### config.mk
export PLATFORM = sky130hd
export DESIGN_NAME = banyan_capture_seq
export DESIGN_NICKNAME = d
export VERILOG_FILES = /design/src/rtl/banyan_capture_seq.sv
export SDC_FILE = /design/constraint.sdc
export NUM_CORES = 1
export LEC_CHECK = 0
export ABC_AREA = 0
export BUFFER_PORTS_ARGS = -buffer_cell sky130_fd_sc_hd__buf_2
export CORE_ASPECT_RATIO = 0.5
export CORE_MARGIN = 4
export CORE_UTILIZATION = 54
export DETAILED_ROUTE_END_ITERATION = 12
export PLACE_DENSITY = 0.83
export SLEW_MARGIN = 20
export SYNTH_ARGS = -nofsm -noshare
export SYNTH_HDL_FRONTEND = slang
export SYNTH_SLANG_ARGS = --single-unit
### constraint.sdc
create_clock -name i_clk -period 2.7 [get_ports i_clk]
set_input_delay 0.135 -clock i_clk [delete_from_list [all_inputs] [get_ports i_clk]]
set_output_delay 0.135 -clock i_clk [all_outputs]
set_load 0.03 [all_outputs]
### src/rtl/banyan_capture_seq.sv
// ----------------------------------------------------------------------------
// banyan_capture_seq
//   Capture sequencer for the banyan-routed ADC snapshot memory (adc_clk
//   domain). It arms, waits for a selectable trigger, and runs the memory
//   until rollover. It can optionally rearm after a holdoff. It also counts
//   captures and the triggers that arrive while a capture is already busy.
//
// Ports
//   i_clk            adc_clk, all logic on the rising edge
//   i_rst            synchronous reset, active-high
//   i_arm            single-cycle arm request (IDLE/DONE only)
//   i_disarm         single-cycle; forces IDLE, wins over everything
//   i_auto_rearm     level; after rollover go to HOLDOFF instead of DONE
//   i_trig_sel       0 sw_trig, 1 ext rising edge, 2 either, 3 immediate
//   i_sw_trig        single-cycle software trigger
//   i_ext_trig       external trigger level, edge-detected here
//   i_holdoff        HOLDOFF length in cycles, sampled on HOLDOFF entry
//   i_data_valid     decimator output strobe
//   i_rollover       banyan_mem buffer-full indication
//   o_mem_reset      one-cycle reset pulse to banyan_mem (first RUN cycle)
//   o_mem_run        run strobe to banyan_mem
//   o_state          0 IDLE, 1 ARMED, 2 RUN, 3 HOLDOFF, 4 DONE
//   o_done           high in DONE
//   o_busy           high in ARMED, RUN or HOLDOFF
//   o_capture_count  number of RUN entries, wraps
//   o_missed_count   triggers seen in RUN/HOLDOFF, saturates
// ----------------------------------------------------------------------------
module banyan_capture_seq #(
  parameter int HW = 16,
  parameter int CW = 16
) (
  input  logic          i_clk,
  input  logic          i_rst,
  input  logic          i_arm,
  input  logic          i_disarm,
  input  logic          i_auto_rearm,
  input  logic [1:0]    i_trig_sel,
  input  logic          i_sw_trig,
  input  logic          i_ext_trig,
  input  logic [HW-1:0] i_holdoff,
  input  logic          i_data_valid,
  input  logic          i_rollover,
  output logic          o_mem_reset,
  output logic          o_mem_run,
  output logic [2:0]    o_state,
  output logic          o_done,
  output logic          o_busy,
  output logic [CW-1:0] o_capture_count,
  output logic [CW-1:0] o_missed_count
);

  typedef enum logic [2:0] {
    S_IDLE    = 3'd0,
    S_ARMED   = 3'd1,
    S_RUN     = 3'd2,
    S_HOLDOFF = 3'd3,
    S_DONE    = 3'd4
  } state_t;

  state_t        r_state;
  logic          r_ext_d;
  logic          r_mem_reset;
  logic [HW-1:0] r_hold_cnt;
  logic [CW-1:0] r_cap_cnt;
  logic [CW-1:0] r_miss_cnt;

  logic          w_ext_rise;
  logic          w_src_evt;
  logic          w_trg;
  logic          w_busy_run;
  logic          w_miss_full;

  assign w_ext_rise = i_ext_trig & ~r_ext_d;

  // Source event from the selected trigger input(s). The immediate mode has
  // no external source, so it never produces a missed trigger.
  always_comb begin
    w_src_evt = 1'b0;
    case (i_trig_sel)
      2'd0:    w_src_evt = i_sw_trig;
      2'd1:    w_src_evt = w_ext_rise;
      2'd2:    w_src_evt = i_sw_trig | w_ext_rise;
      default: w_src_evt = 1'b0;
    endcase
  end

  assign w_trg       = w_src_evt | ((i_trig_sel == 2'd3) & (r_state == S_ARMED));
  assign w_busy_run  = (r_state == S_RUN) | (r_state == S_HOLDOFF);
  assign w_miss_full = &r_miss_cnt;

  always_ff @(posedge i_clk) begin
    if (i_rst) begin
      r_state     <= S_IDLE;
      r_ext_d     <= 1'b0;
      r_mem_reset <= 1'b0;
      r_hold_cnt  <= '0;
      r_cap_cnt   <= '0;
      r_miss_cnt  <= '0;
    end else begin
      r_ext_d     <= i_ext_trig;
      r_mem_reset <= 1'b0;

      if (w_busy_run && w_src_evt && !w_miss_full)
        r_miss_cnt <= r_miss_cnt + CW'(1);

      if (i_disarm) begin
        r_state <= S_IDLE;
      end else begin
        case (r_state)
          S_IDLE: begin
            if (i_arm) r_state <= S_ARMED;
          end
          S_ARMED: begin
            if (w_trg) begin
              r_state     <= S_RUN;
              r_mem_reset <= 1'b1;
              r_cap_cnt   <= r_cap_cnt + CW'(1);
            end
          end
          S_RUN: begin
            // A rollover seen while the memory is still being reset belongs
            // to the previous fill and is dropped.
            if (i_rollover && !r_mem_reset) begin
              if (i_auto_rearm) begin
                r_state    <= S_HOLDOFF;
                r_hold_cnt <= i_holdoff;
              end else begin
                r_state    <= S_DONE;
              end
            end
          end
          S_HOLDOFF: begin
            // Leave when the decrement would reach zero. A zero holdoff still
            // spends one cycle here.
            if (r_hold_cnt <= HW'(1)) r_state    <= S_ARMED;
            else                      r_hold_cnt <= r_hold_cnt - HW'(1);
          end
          S_DONE: begin
            if (i_arm) r_state <= S_ARMED;
          end
          default: r_state <= S_IDLE;
        endcase
      end
    end
  end

  // Run strobe handshake: banyan_mem consumes one sample on every cycle that
  // o_mem_run is high. There is no back-pressure, so o_mem_run simply
  // qualifies i_data_valid. It is suppressed during the reset pulse so that
  // no sample is written into a buffer that is being cleared.
  assign o_mem_run       = (r_state == S_RUN) & ~r_mem_reset & i_data_valid;
  assign o_mem_reset     = r_mem_reset;
  assign o_state         = r_state;
  assign o_done          = (r_state == S_DONE);
  assign o_busy          = (r_state == S_ARMED) | w_busy_run;
  assign o_capture_count = r_cap_cnt;
  assign o_missed_count  = r_miss_cnt;

endmodule

==> metrics.txt, run 1 <==
# TYPE chip_impl_metric gauge
chip_impl_metric{name="postCtsSetupBuffers",unit=""} 0
chip_impl_metric{name="dp_hpwl",unit="um"} 5170
chip_impl_metric{name="drt-total-wl",unit="um"} 7180
chip_impl_metric{name="ys.warnings.count",unit=""} 0
chip_impl_info{name="synthDominantAreaCellType",value="sky130_fd_sc_hd__dfxtp_1"} 1
chip_impl_info{name="critical_path.slowest_cell",value="sky130_fd_sc_hd__dfxtp_1"} 1
chip_impl_metric{name="holdPathStages",unit=""} 2
chip_impl_metric{name="share_of_the_synthesized_area_in_the_top_cell_type",unit=""} 0.362
chip_impl_info{name="clockRootBuffer",value="sky130_fd_sc_hd__clkbuf_8"} 1
chip_impl_metric{name="synth.avg_cell_area",unit="um2"} 7.93
chip_impl_metric{name="fin_nets",unit=""} 456
chip_impl_metric{name="synth.net_count",unit=""} 400
chip_impl_metric{name="layout.cell_area.non_filler",unit="mm2"} 0.00336
chip_impl_info{name="run_status",value="finished clean"} 1
chip_impl_metric{name="holdWs",unit="ns"} 0.0616
chip_impl_metric{name="worst-path-max-fanout",unit=""} 16
chip_impl_metric{name="max_slew_violation_count",unit=""} 0
chip_impl_metric{name="synth_async_sr_flop_share",unit=""} 0
chip_impl_metric{name="clock.fmax",unit="MHz"} 441
chip_impl_metric{name="max_cap_viol_count",unit=""} 0
chip_impl_info{name="cts_tree",value="built"} 1
chip_impl_metric{name="p_total",unit="mW"} 1.32
chip_impl_info{name="cp-end-kind",value="flip-flop"} 1
chip_impl_metric{name="setup_viol_count_final",unit=""} 0
chip_impl_metric{name="synth.distinct_cells",unit=""} 53
chip_impl_metric{name="grt_usage",unit=""} 0.216
chip_impl_metric{name="buffer_ports.inserted",unit=""} 65
chip_impl_metric{name="critPathRequiredTime",unit="ns"} 2.94
chip_impl_metric{name="cts-htree-levels",unit=""} 2
chip_impl_metric{name="dieWidth",unit="um"} 112
chip_impl_metric{name="worst_slew_margin_rel",unit=""} 0.507
chip_impl_metric{name="first_global_vias",unit=""} 2719
chip_impl_metric{name="post_synth_edffs",unit=""} 0
chip_impl_metric{name="postSynthRegisterBits",unit=""} 53
chip_impl_metric{name="routed_via_density",unit=""} 6.04
chip_impl_metric{name="cts.sinks",unit=""} 53
chip_impl_metric{name="drt-pass1-iter-count",unit=""} 4
chip_impl_metric{name="ctsLongestPathBuffers",unit=""} 2
chip_impl_info{name="synth_top_cells_by_area",value="sky130_fd_sc_hd__dfxtp_1, sky130_fd_sc_hd__a21oi_1, sky130_fd_sc_hd__nor2_1"} 1
chip_impl_info{name="capture_instance_of_the_worst_register_to_register_path",value="o_capture_count[6]$_SDFFE_PP0P_"} 1
chip_impl_metric{name="fin_setup_tns",unit="ns"} 0
chip_impl_metric{name="number_of_inserted_filler_cells_in_the_final_layout",unit=""} 472
chip_impl_metric{name="grt_overflow",unit=""} 0
chip_impl_metric{name="synth-seq-area-share",unit=""} 0.362
chip_impl_metric{name="placement_rows",unit=""} 18
chip_impl_info{name="rsz0062_at_grt",value="no"} 1
chip_impl_metric{name="initial_utilization",unit=""} 0.575
chip_impl_info{name="cp_cell_sequence",value="nor3b_1, o2111ai_1, or3_1, a21oi_1"} 1
chip_impl_info{name="holdCritPathClass",value="input pin to flip-flop"} 1
chip_impl_metric{name="pin_count_of_the_biggest_net_entering_global_routing",unit=""} 31
chip_impl_metric{name="cellLeakagePower",unit="nW"} 1.30
chip_impl_metric{name="ctsResizeCount",unit=""} 0
chip_impl_metric{name="rd_place_congestion",unit=""} 0.782
chip_impl_metric{name="cts.clk_slew.worst_paths",unit="ns"} 0.10
chip_impl_metric{name="critical_path.n_buffers_inverters",unit=""} 0
chip_impl_metric{name="area_growth",unit="%"} 14.8
chip_impl_metric{name="peakVddDrop",unit="uV"} 306
chip_impl_info{name="hold_path_end",value="r_ext_d$_SDFF_PP0_"} 1
chip_impl_metric{name="holdBufCountCts",unit=""} 0
chip_impl_metric{name="floorplan.io_pins",unit=""} 66
chip_impl_metric{name="detailroute.via_count",unit=""} 2997
chip_impl_metric{name="antenna_cells_inserted",unit=""} 0
chip_impl_metric{name="die_area",unit="mm2"} 0.00674
chip_impl_metric{name="detailedRoute.firstIterationViolations",unit=""} 222
chip_impl_metric{name="dpl_cell_area",unit="mm2"} 0.00328
chip_impl_info{name="post-synth-top-count-cell",value="sky130_fd_sc_hd__dfxtp_1"} 1
chip_impl_info{name="worst_setup_path_start_kind",value="flip-flop"} 1
chip_impl_metric{name="r2r_setup_slack",unit="ns"} 0.43
chip_impl_info{name="timing_worst_setup_path_type",value="flip-flop to flip-flop"} 1
chip_impl_metric{name="period_needed",unit="ns"} 2.27
chip_impl_info{name="ys.flop_type",value="sky130_fd_sc_hd__dfxtp_1"} 1
chip_impl_metric{name="grt_first_pass_wirelength",unit="um"} 12100
chip_impl_metric{name="tritoncts.num_buffers",unit=""} 5
chip_impl_metric{name="number_of_antenna_violations_at_the_first_check_in_global_routing",unit=""} 0
chip_impl_metric{name="drive_gt1_frac",unit=""} 0.202
chip_impl_metric{name="die_height",unit="um"} 60.1
chip_impl_info{name="hp-start",value="i_ext_trig"} 1
chip_impl_metric{name="detail_route.wl_per_cell",unit="um"} 14.5
chip_impl_metric{name="tightest_slew",unit="ns"} 0.738
chip_impl_metric{name="cpPeakStageDelay",unit="ns"} 0.63
chip_impl_metric{name="core_box_area",unit="mm2"} 0.00509
chip_impl_metric{name="synthesis.area",unit="mm2"} 0.00293
chip_impl_metric{name="ant_nets",unit=""} 0
chip_impl_metric{name="critPathArrivalTime",unit="ns"} 2.50
chip_impl_metric{name="fin_crit_sh",unit=""} 0.840
chip_impl_metric{name="finalHoldViolations",unit=""} 0
chip_impl_metric{name="power.density",unit="mW/mm2"} 393
chip_impl_info{name="r2r-start",value="o_state[0]$_SDFFE_PP0P_"} 1
chip_impl_metric{name="finalClockSkew",unit="ns"} 0.0100
chip_impl_info{name="cell_family_with_the_largest_share_of_critical_path_delay",value="simple AND/OR/NAND/NOR gates"} 1
chip_impl_metric{name="synthesis.instances",unit=""} 369
chip_impl_info{name="most_frequent_cells_after_synthesis",value="sky130_fd_sc_hd__dfxtp_1, sky130_fd_sc_hd__a21oi_1, sky130_fd_sc_hd__nor2_1"} 1
chip_impl_metric{name="insertion_delay",unit="ns"} 0.30
chip_impl_metric{name="rr_worst_depth",unit=""} 4
chip_impl_metric{name="remaining_drc_errors",unit=""} 0
[cells in the final DEF, fill, tap and decap left out, types with 4 or more instances in the layout]
master and n:
sky130_fd_sc_hd__buf_2 65, sky130_fd_sc_hd__o21ai_0 18, sky130_fd_sc_hd__a21o_1 7, sky130_fd_sc_hd__nand4_1 6
sky130_fd_sc_hd__nor3_1 5, sky130_fd_sc_hd__o311ai_0 4, sky130_fd_sc_hd__nand3_1 19, sky130_fd_sc_hd__o31ai_1 6
sky130_fd_sc_hd__or3_1 18, sky130_fd_sc_hd__o21ai_1 12, sky130_fd_sc_hd__dfxtp_1 53, sky130_fd_sc_hd__nand2b_1 4
sky130_fd_sc_hd__clkbuf_8 5, sky130_fd_sc_hd__a31oi_1 5, sky130_fd_sc_hd__nor2_1 32, sky130_fd_sc_hd__nand2_1 23
sky130_fd_sc_hd__and2_1 4, sky130_fd_sc_hd__a21oi_1 47, sky130_fd_sc_hd__o211ai_1 4, sky130_fd_sc_hd__ha_1 4
sky130_fd_sc_hd__inv_1 15, sky130_fd_sc_hd__or4_1 8, sky130_fd_sc_hd__buf_4 5
[cell type report]
cell class | count | area, um2 | share of cell area
multi-input combinational | 280 | 1710 | 0.509
sequential | 53 | 1060 | 0.316
timing repair buffer | 70 | 363 | 0.108
tap | 70 | 87.6 | 0.0261
clock buffer | 6 | 72.6 | 0.0216
inverter | 15 | 56.3 | 0.0167
clock inverter | 2 | 10.0 | 0.00298
[layer usage]
metal  global-route usage  vias up  part of all wire
met5                    0        -                 0
met4               0.0531        0            0.0086
met3               0.0455        7             0.053
met2                0.403       77              0.49
met1                0.260     1427              0.44
li1                     -     1486                 -
[power breakdown]
group,internal (mW),switching [mW],leakage [nW]
combinational,0.0376,0.0576,0.824
sequential,0.785,0.00644,0.427
clock,0.181,0.253,0.0450
[state kept, by name, indices dropped and copies added, names as in the netlist]
signal	cells
r_hold_cnt	16
o_missed_count	16
o_capture_count	16
o_state	3
r_ext_d	1
o_mem_reset	1
[logic make-up (layout without fill, tap and decap cells)]
| family | count (synthesis) | in the layout | share of synthesized area |
|---|---|---|---|
| AND/OR/NAND/NOR | 141 | 141 | 0.268 |
| buffers and inverters | 36 | 93 | 0.0530 |
| multiplexers | 4 | 4 | 0.0145 |
| XOR/XNOR | 5 | 5 | 0.0150 |
| flip-flops | 53 | 53 | 0.362 |
| AO/OA/AOI/OAI | 126 | 126 | 0.270 |
| adder cells (fa/ha/maj) | 4 | 4 | 0.0171 |
[worst max path at each step]
| stage | from | endpoint | slack, ns | cells after the start |
|---|---|---|---|---|
| after floorplan | o_missed_count[0]$_SDFFE_PP0P_ | o_missed_count[1]$_SDFFE_PP0P_ | 0.54 | 8 |
| after global placement | o_state[0]$_SDFFE_PP0P_ | o_capture_count[15]$_SDFFE_PP0P_ | 0.66 | 5 |
| after detailed placement | o_state[0]$_SDFFE_PP0P_ | o_capture_count[6]$_SDFFE_PP0P_ | 0.51 | 4 |
| after CTS | o_state[0]$_SDFFE_PP0P_ | o_capture_count[6]$_SDFFE_PP0P_ | 0.49 | 4 |
| after global routing | o_state[0]$_SDFFE_PP0P_ | o_capture_count[6]$_SDFFE_PP0P_ | 0.21 | 4 |
| final | o_state[0]$_SDFFE_PP0P_ | o_capture_count[6]$_SDFFE_PP0P_ | 0.43 | 4 |
[through the flow]
stage,std cells,worst slack (ns),utilization
2_1_floorplan,369,0.539,-
3_3_place_gp,488,0.664,0.644
3_5_place_dp,488,0.513,0.644
4_1_cts,496,0.488,0.661
5_1_grt,496,0.210,0.661
6_report,496,0.432,0.661
Power figures use the tool's default switching activity.
==> run 2, diff against run 1 <==
- clock period: 2.7 -> 2.24 ns (I/O delays scaled with it)
==> metrics.txt, run 2 (synthesized netlist as in run 1, its figures left out) <==
# TYPE chip_impl_metric gauge
chip_impl_metric{name="initial_utilization",unit=""} 0.575
chip_impl_metric{name="number_of_antenna_violations_at_the_first_check_in_global_routing",unit=""} 0
chip_impl_metric{name="detail_route.wl_per_cell",unit="um"} 14.7
chip_impl_metric{name="cpPeakStageDelay",unit="ns"} 0.50
chip_impl_metric{name="peakVddDrop",unit="uV"} 284
chip_impl_info{name="cell_family_with_the_largest_share_of_critical_path_delay",value="simple AND/OR/NAND/NOR gates"} 1
chip_impl_metric{name="max_cap_viol_count",unit=""} 0
chip_impl_metric{name="drt-total-wl",unit="um"} 7330
chip_impl_metric{name="grt_overflow",unit=""} 0
chip_impl_metric{name="holdPathStages",unit=""} 2
chip_impl_metric{name="clock.fmax",unit="MHz"} 484
chip_impl_metric{name="critPathArrivalTime",unit="ns"} 2.31
chip_impl_info{name="holdCritPathClass",value="input pin to flip-flop"} 1
chip_impl_info{name="rsz0062_at_grt",value="no"} 1
chip_impl_metric{name="fin_crit_sh",unit=""} 0.922
chip_impl_metric{name="rr_worst_depth",unit=""} 4
chip_impl_metric{name="power.density",unit="mW/mm2"} 484
chip_impl_info{name="capture_instance_of_the_worst_register_to_register_path",value="o_capture_count[14]$_SDFFE_PP0P_"} 1
chip_impl_metric{name="critical_path.n_buffers_inverters",unit=""} 0
chip_impl_metric{name="die_height",unit="um"} 60.1
chip_impl_metric{name="period_needed",unit="ns"} 2.06
chip_impl_info{name="cts_tree",value="built"} 1
chip_impl_metric{name="cts.sinks",unit=""} 53
chip_impl_metric{name="floorplan.io_pins",unit=""} 66
chip_impl_metric{name="remaining_drc_errors",unit=""} 0
chip_impl_metric{name="tightest_slew",unit="ns"} 0.760
chip_impl_info{name="layout_common_cells",value="sky130_fd_sc_hd__buf_2, sky130_fd_sc_hd__dfxtp_1, sky130_fd_sc_hd__a21oi_1"} 1
chip_impl_metric{name="routed_via_density",unit=""} 6.03
chip_impl_info{name="timing_worst_setup_path_type",value="flip-flop to flip-flop"} 1
chip_impl_metric{name="core_box_area",unit="mm2"} 0.00509
chip_impl_info{name="clockRootBuffer",value="sky130_fd_sc_hd__clkbuf_8"} 1
chip_impl_metric{name="drt-pass1-iter-count",unit=""} 5
chip_impl_metric{name="pin_count_of_the_biggest_net_entering_global_routing",unit=""} 38
chip_impl_metric{name="r2r_setup_slack",unit="ns"} 0.18
chip_impl_metric{name="tritoncts.num_buffers",unit=""} 5
chip_impl_metric{name="insertion_delay",unit="ns"} 0.30
chip_impl_metric{name="area_growth",unit="%"} 16.9
chip_impl_info{name="cp_cell_sequence",value="nor3b_1, o2111ai_1, or3_1, a21oi_1"} 1
chip_impl_metric{name="detailroute.via_count",unit=""} 3017
chip_impl_metric{name="postCtsSetupBuffers",unit=""} 0
chip_impl_metric{name="ctsLongestPathBuffers",unit=""} 2
chip_impl_metric{name="finalHoldViolations",unit=""} 0
chip_impl_metric{name="setup_viol_count_final",unit=""} 0
chip_impl_metric{name="finalClockSkew",unit="ns"} 0.00504
chip_impl_metric{name="critPathRequiredTime",unit="ns"} 2.48
chip_impl_metric{name="placement_rows",unit=""} 18
chip_impl_metric{name="die_area",unit="mm2"} 0.00674
chip_impl_metric{name="drive_gt1_frac",unit=""} 0.212
chip_impl_info{name="worst_setup_path_start_kind",value="flip-flop"} 1
chip_impl_metric{name="detailedRoute.firstIterationViolations",unit=""} 252
chip_impl_metric{name="dieWidth",unit="um"} 112
chip_impl_info{name="most_common_cell_after_layout_fill_and_taps_aside",value="sky130_fd_sc_hd__buf_2"} 1
chip_impl_metric{name="fin_nets",unit=""} 460
chip_impl_metric{name="fin_setup_tns",unit="ns"} 0
chip_impl_metric{name="cellLeakagePower",unit="nW"} 1.33
chip_impl_info{name="r2r-start",value="o_state[2]$_SDFFE_PP0P_"} 1
chip_impl_metric{name="ant_nets",unit=""} 0
chip_impl_metric{name="cts.clk_slew.worst_paths",unit="ns"} 0.09
chip_impl_metric{name="max_slew_violation_count",unit=""} 0
chip_impl_metric{name="dp_hpwl",unit="um"} 5300
chip_impl_info{name="run_status",value="finished clean"} 1
chip_impl_metric{name="worst_slew_margin_rel",unit=""} 0.493
chip_impl_metric{name="cts-htree-levels",unit=""} 2
chip_impl_metric{name="holdBufCountCts",unit=""} 0
chip_impl_metric{name="grt_usage",unit=""} 0.221
chip_impl_metric{name="p_total",unit="mW"} 1.66
chip_impl_metric{name="worst-path-max-fanout",unit=""} 12
chip_impl_metric{name="ctsResizeCount",unit=""} 0
chip_impl_metric{name="worst_slack",unit="ns"} 0.176
chip_impl_metric{name="number_of_inserted_filler_cells_in_the_final_layout",unit=""} 428
chip_impl_info{name="critical_path.slowest_cell",value="sky130_fd_sc_hd__o2111ai_1"} 1
chip_impl_info{name="cp-end-kind",value="flip-flop"} 1
chip_impl_metric{name="buffer_ports.inserted",unit=""} 65
chip_impl_metric{name="first_global_vias",unit=""} 2776
chip_impl_info{name="hold_path_end",value="r_ext_d$_SDFF_PP0_"} 1
chip_impl_info{name="hp-start",value="i_ext_trig"} 1
chip_impl_metric{name="post-place-ws",unit="ns"} 0.221
chip_impl_metric{name="antenna_cells_inserted",unit=""} 0
chip_impl_metric{name="rd_place_congestion",unit=""} 0.851
chip_impl_metric{name="grt_first_pass_wirelength",unit="um"} 12400
[run 2: cell type report]
cell class / instances / area (um2) / area share
Multi-Input combinational cell: 280 / 1710 / 0.500
Clock inverter: 1 / 5.00 / 0.00146
Inverter: 15 / 56.3 / 0.0164
Timing Repair Buffer: 74 / 405 / 0.118
Tap cell: 70 / 87.6 / 0.0256
Clock buffer: 7 / 96.3 / 0.0281
Sequential cell: 53 / 1060 / 0.310
[run 2: worst max-delay path by stage]
stage / endpoint / slack (ns) / from / depth (start not counted)
3_3_place_gp: r_hold_cnt[2]$_SDFFE_PP0P_ / 0.33 / r_hold_cnt[9]$_SDFFE_PP0P_ / 5
5_1_grt: o_capture_count[14]$_SDFFE_PP0P_ / 0.05 / o_state[2]$_SDFFE_PP0P_ / 4
6_report: o_capture_count[14]$_SDFFE_PP0P_ / 0.18 / o_state[2]$_SDFFE_PP0P_ / 4
4_1_cts: o_capture_count[4]$_SDFFE_PP0P_ / 0.20 / o_state[2]$_SDFFE_PP0P_ / 4
3_5_place_dp: o_capture_count[14]$_SDFFE_PP0P_ / 0.22 / o_state[2]$_SDFFE_PP0P_ / 4
2_1_floorplan: o_missed_count[1]$_SDFFE_PP0P_ / 0.08 / o_missed_count[0]$_SDFFE_PP0P_ / 8
[run 2: where the power goes]
group | leakage (nW) | switching (mW) | internal, mW | total (mW)
combinational | 0.851 | 0.0749 | 0.0479 | 0.123
clock | 0.0542 | 0.305 | 0.280 | 0.585
sequential | 0.427 | 0.00327 | 0.946 | 0.949
[run 2: layer usage]
layer / part of all wire / vias to the layer above / global-route usage / wire, um
met5: 0 / - / 0 / 0
met4: 0.0059 / 0 / 0.0497 / 43
met3: 0.051 / 6 / 0.0455 / 374
met2: 0.50 / 80 / 0.401 / 3640
met1: 0.45 / 1429 / 0.277 / 3270
li1: - / 1502 / - / -
[run 2: per-stage QoR]
step	hold slack (ns)	area [um2]	utilization	std cells
floorplan	0.240	2930	-	369
global placement	0.347	3320	0.653	492
detailed placement	0.357	3320	0.653	492
CTS	0.0359	3420	0.673	500
global route	0.0790	3420	0.673	500
finish	0.0441	3420	0.673	500
==> run 3, diff against run 2 <==
- GPL_TIMING_DRIVEN: default -> 0
- MAX_ROUTING_LAYER: default -> met4
==> metrics.txt, run 3 (synthesized netlist as in run 1, its figures left out) <==
# TYPE chip_impl_metric gauge
chip_impl_metric{name="max_slew_violation_count",unit=""} 0
chip_impl_metric{name="insertion_delay",unit="ns"} 0.31
chip_impl_metric{name="ctsLongestPathBuffers",unit=""} 2
chip_impl_metric{name="worst-path-max-fanout",unit=""} 8
chip_impl_metric{name="placement_rows",unit=""} 18
chip_impl_metric{name="cts.clk_slew.worst_paths",unit="ns"} 0.09
chip_impl_metric{name="tritoncts.num_buffers",unit=""} 5
chip_impl_info{name="cts_tree",value="built"} 1
chip_impl_metric{name="core_box_area",unit="mm2"} 0.00509
chip_impl_info{name="layout_common_cells",value="sky130_fd_sc_hd__buf_2, sky130_fd_sc_hd__dfxtp_1, sky130_fd_sc_hd__a21oi_1"} 1
chip_impl_metric{name="routed_via_density",unit=""} 6.11
chip_impl_metric{name="initial_utilization",unit=""} 0.575
chip_impl_metric{name="layout.cell_area.non_filler",unit="mm2"} 0.00348
chip_impl_metric{name="holdWs",unit="ns"} 0.0422
chip_impl_metric{name="grt_first_pass_wirelength",unit="um"} 12600
chip_impl_metric{name="cellLeakagePower",unit="nW"} 1.34
chip_impl_info{name="rsz0062_at_grt",value="yes"} 1
chip_impl_metric{name="buffer_ports.inserted",unit=""} 63
chip_impl_metric{name="max_cap_viol_count",unit=""} 0
chip_impl_metric{name="worst_slack",unit="ns"} 0.0751
chip_impl_metric{name="fin_crit_sh",unit=""} 0.966
chip_impl_metric{name="antenna_cells_inserted",unit=""} 0
chip_impl_metric{name="first_global_vias",unit=""} 2890
chip_impl_metric{name="cts-htree-levels",unit=""} 2
chip_impl_metric{name="p_total",unit="mW"} 1.67
chip_impl_metric{name="grt_usage",unit=""} 0.237
chip_impl_metric{name="die_height",unit="um"} 60.1
chip_impl_metric{name="critPathArrivalTime",unit="ns"} 2.37
chip_impl_metric{name="route.met3.wl",unit="um"} 576
chip_impl_info{name="clockRootBuffer",value="sky130_fd_sc_hd__clkbuf_8"} 1
chip_impl_metric{name="wl_met1",unit="um"} 3440
chip_impl_metric{name="cts.sinks",unit=""} 53
chip_impl_metric{name="finalHoldViolations",unit=""} 0
chip_impl_metric{name="tightest_slew",unit="ns"} 0.590
chip_impl_metric{name="final_core_util",unit=""} 0.684
chip_impl_metric{name="placed_cells",unit=""} 502
chip_impl_metric{name="fin_setup_tns",unit="ns"} 0
chip_impl_metric{name="worst_slew_margin_rel",unit=""} 0.603
chip_impl_metric{name="clock.fmax",unit="MHz"} 462
chip_impl_metric{name="ant_nets",unit=""} 0
chip_impl_metric{name="rd_place_congestion",unit=""} 0.872
chip_impl_metric{name="number_of_antenna_violations_at_the_first_check_in_global_routing",unit=""} 0
chip_impl_metric{name="area_growth",unit="%"} 18.8
chip_impl_metric{name="period_needed",unit="ns"} 2.16
chip_impl_metric{name="detailedRoute.firstIterationViolations",unit=""} 250
chip_impl_info{name="holdCritPathClass",value="input pin to flip-flop"} 1
chip_impl_metric{name="dieWidth",unit="um"} 112
chip_impl_info{name="run_status",value="finished clean"} 1
chip_impl_metric{name="drt-pass1-iter-count",unit=""} 7
chip_impl_metric{name="post-place-ws",unit="ns"} -0.223
chip_impl_metric{name="detail_route.wl_per_cell",unit="um"} 15.7
chip_impl_metric{name="remaining_drc_errors",unit=""} 0
chip_impl_info{name="cp-end-kind",value="flip-flop"} 1
chip_impl_metric{name="detailroute.via_count",unit=""} 3123
chip_impl_info{name="maxUsedRoutingLayer",value="met4"} 1
chip_impl_metric{name="die_area",unit="mm2"} 0.00674
chip_impl_metric{name="power.density",unit="mW/mm2"} 481
chip_impl_info{name="worst_setup_path_start_kind",value="flip-flop"} 1
chip_impl_metric{name="grt_overflow",unit=""} 0
chip_impl_metric{name="critPathRequiredTime",unit="ns"} 2.45
chip_impl_metric{name="number_of_inserted_filler_cells_in_the_final_layout",unit=""} 437
chip_impl_metric{name="drive_gt1_frac",unit=""} 0.211
chip_impl_metric{name="dp_hpwl",unit="um"} 5650
chip_impl_metric{name="peakVddDrop",unit="uV"} 308
chip_impl_info{name="timing_worst_setup_path_type",value="flip-flop to flip-flop"} 1
chip_impl_metric{name="finalClockSkew",unit="ns"} 0.00400
chip_impl_metric{name="pin_count_of_the_biggest_net_entering_global_routing",unit=""} 16
chip_impl_metric{name="holdBufCountCts",unit=""} 0
chip_impl_metric{name="floorplan.io_pins",unit=""} 66
chip_impl_metric{name="setup_viol_count_final",unit=""} 0
chip_impl_metric{name="fin_nets",unit=""} 471
chip_impl_metric{name="dr_wl_met2",unit="um"} 3890
chip_impl_info{name="most_common_cell_after_layout_fill_and_taps_aside",value="sky130_fd_sc_hd__buf_2"} 1
chip_impl_metric{name="drt-total-wl",unit="um"} 8010
chip_impl_metric{name="dpl_cell_area",unit="mm2"} 0.00333
chip_impl_metric{name="non_filler_cells_in_the_finished_layout",unit=""} 511
-- run 3: metal layers --
metal  GRT usage  up-vias
met3      0.0627       14
met5           -        -
met1       0.271     1472
met2       0.407      116
met4      0.0890        0
li1            -     1521
-- run 3: path summary, 6_finish.rpt --
| check | startpoint | to | slack, ns | depth (start not counted) |
|---|---|---|---|---|
| setup reg to reg | r_hold_cnt[9]$_SDFFE_PP0P_ | o_state[2]$_SDFFE_PP0P_ | 0.08 | 5 |
| hold reg to reg | o_capture_count[15]$_SDFFE_PP0P_ | o_capture_count[15]$_SDFFE_PP0P_ | 0.49 | 2 |
| setup / recovery | r_hold_cnt[9]$_SDFFE_PP0P_ | o_state[2]$_SDFFE_PP0P_ | 0.08 | 5 |
| hold / removal | i_ext_trig | r_ext_d$_SDFF_PP0_ | 0.04 | 2 |
-- run 3: final cells by class --
cell class,instances,area (um2),share of cell area
Clock buffer,7,96.3,0.0277
Buffer,21,104,0.0298
Sequential cell,53,1060,0.306
Multi-Input combinational cell,280,1740,0.501
Inverter,15,56.3,0.0162
Clock inverter,1,5.00,0.00144
Tap cell,70,87.6,0.0252
Timing Repair Buffer,64,323,0.0928
-- run 3: power breakdown --
group	switching, mW	internal [mW]
clock network	0.315	0.280
registers	0.00445	0.946
logic	0.0800	0.0477
-- run 3: critical path, stage by stage, from the launching register on --
cell and delay (ns):
sky130_fd_sc_hd__dfxtp_1 0.34, sky130_fd_sc_hd__or4_4 0.59, sky130_fd_sc_hd__nor4_4 0.46, sky130_fd_sc_hd__a21o_1 0.23
sky130_fd_sc_hd__o311ai_0 0.15, sky130_fd_sc_hd__a32o_1 0.29
-- run 3: timing repair --
action | 4_1_cts | 5_1_grt
gates resized for setup | 1 | 10
pin swaps | 0 | 2
endpoints found under the hold margin | 0 | 0
setup buffers | 0 | 1
setup endpoints to repair | 2 | 20
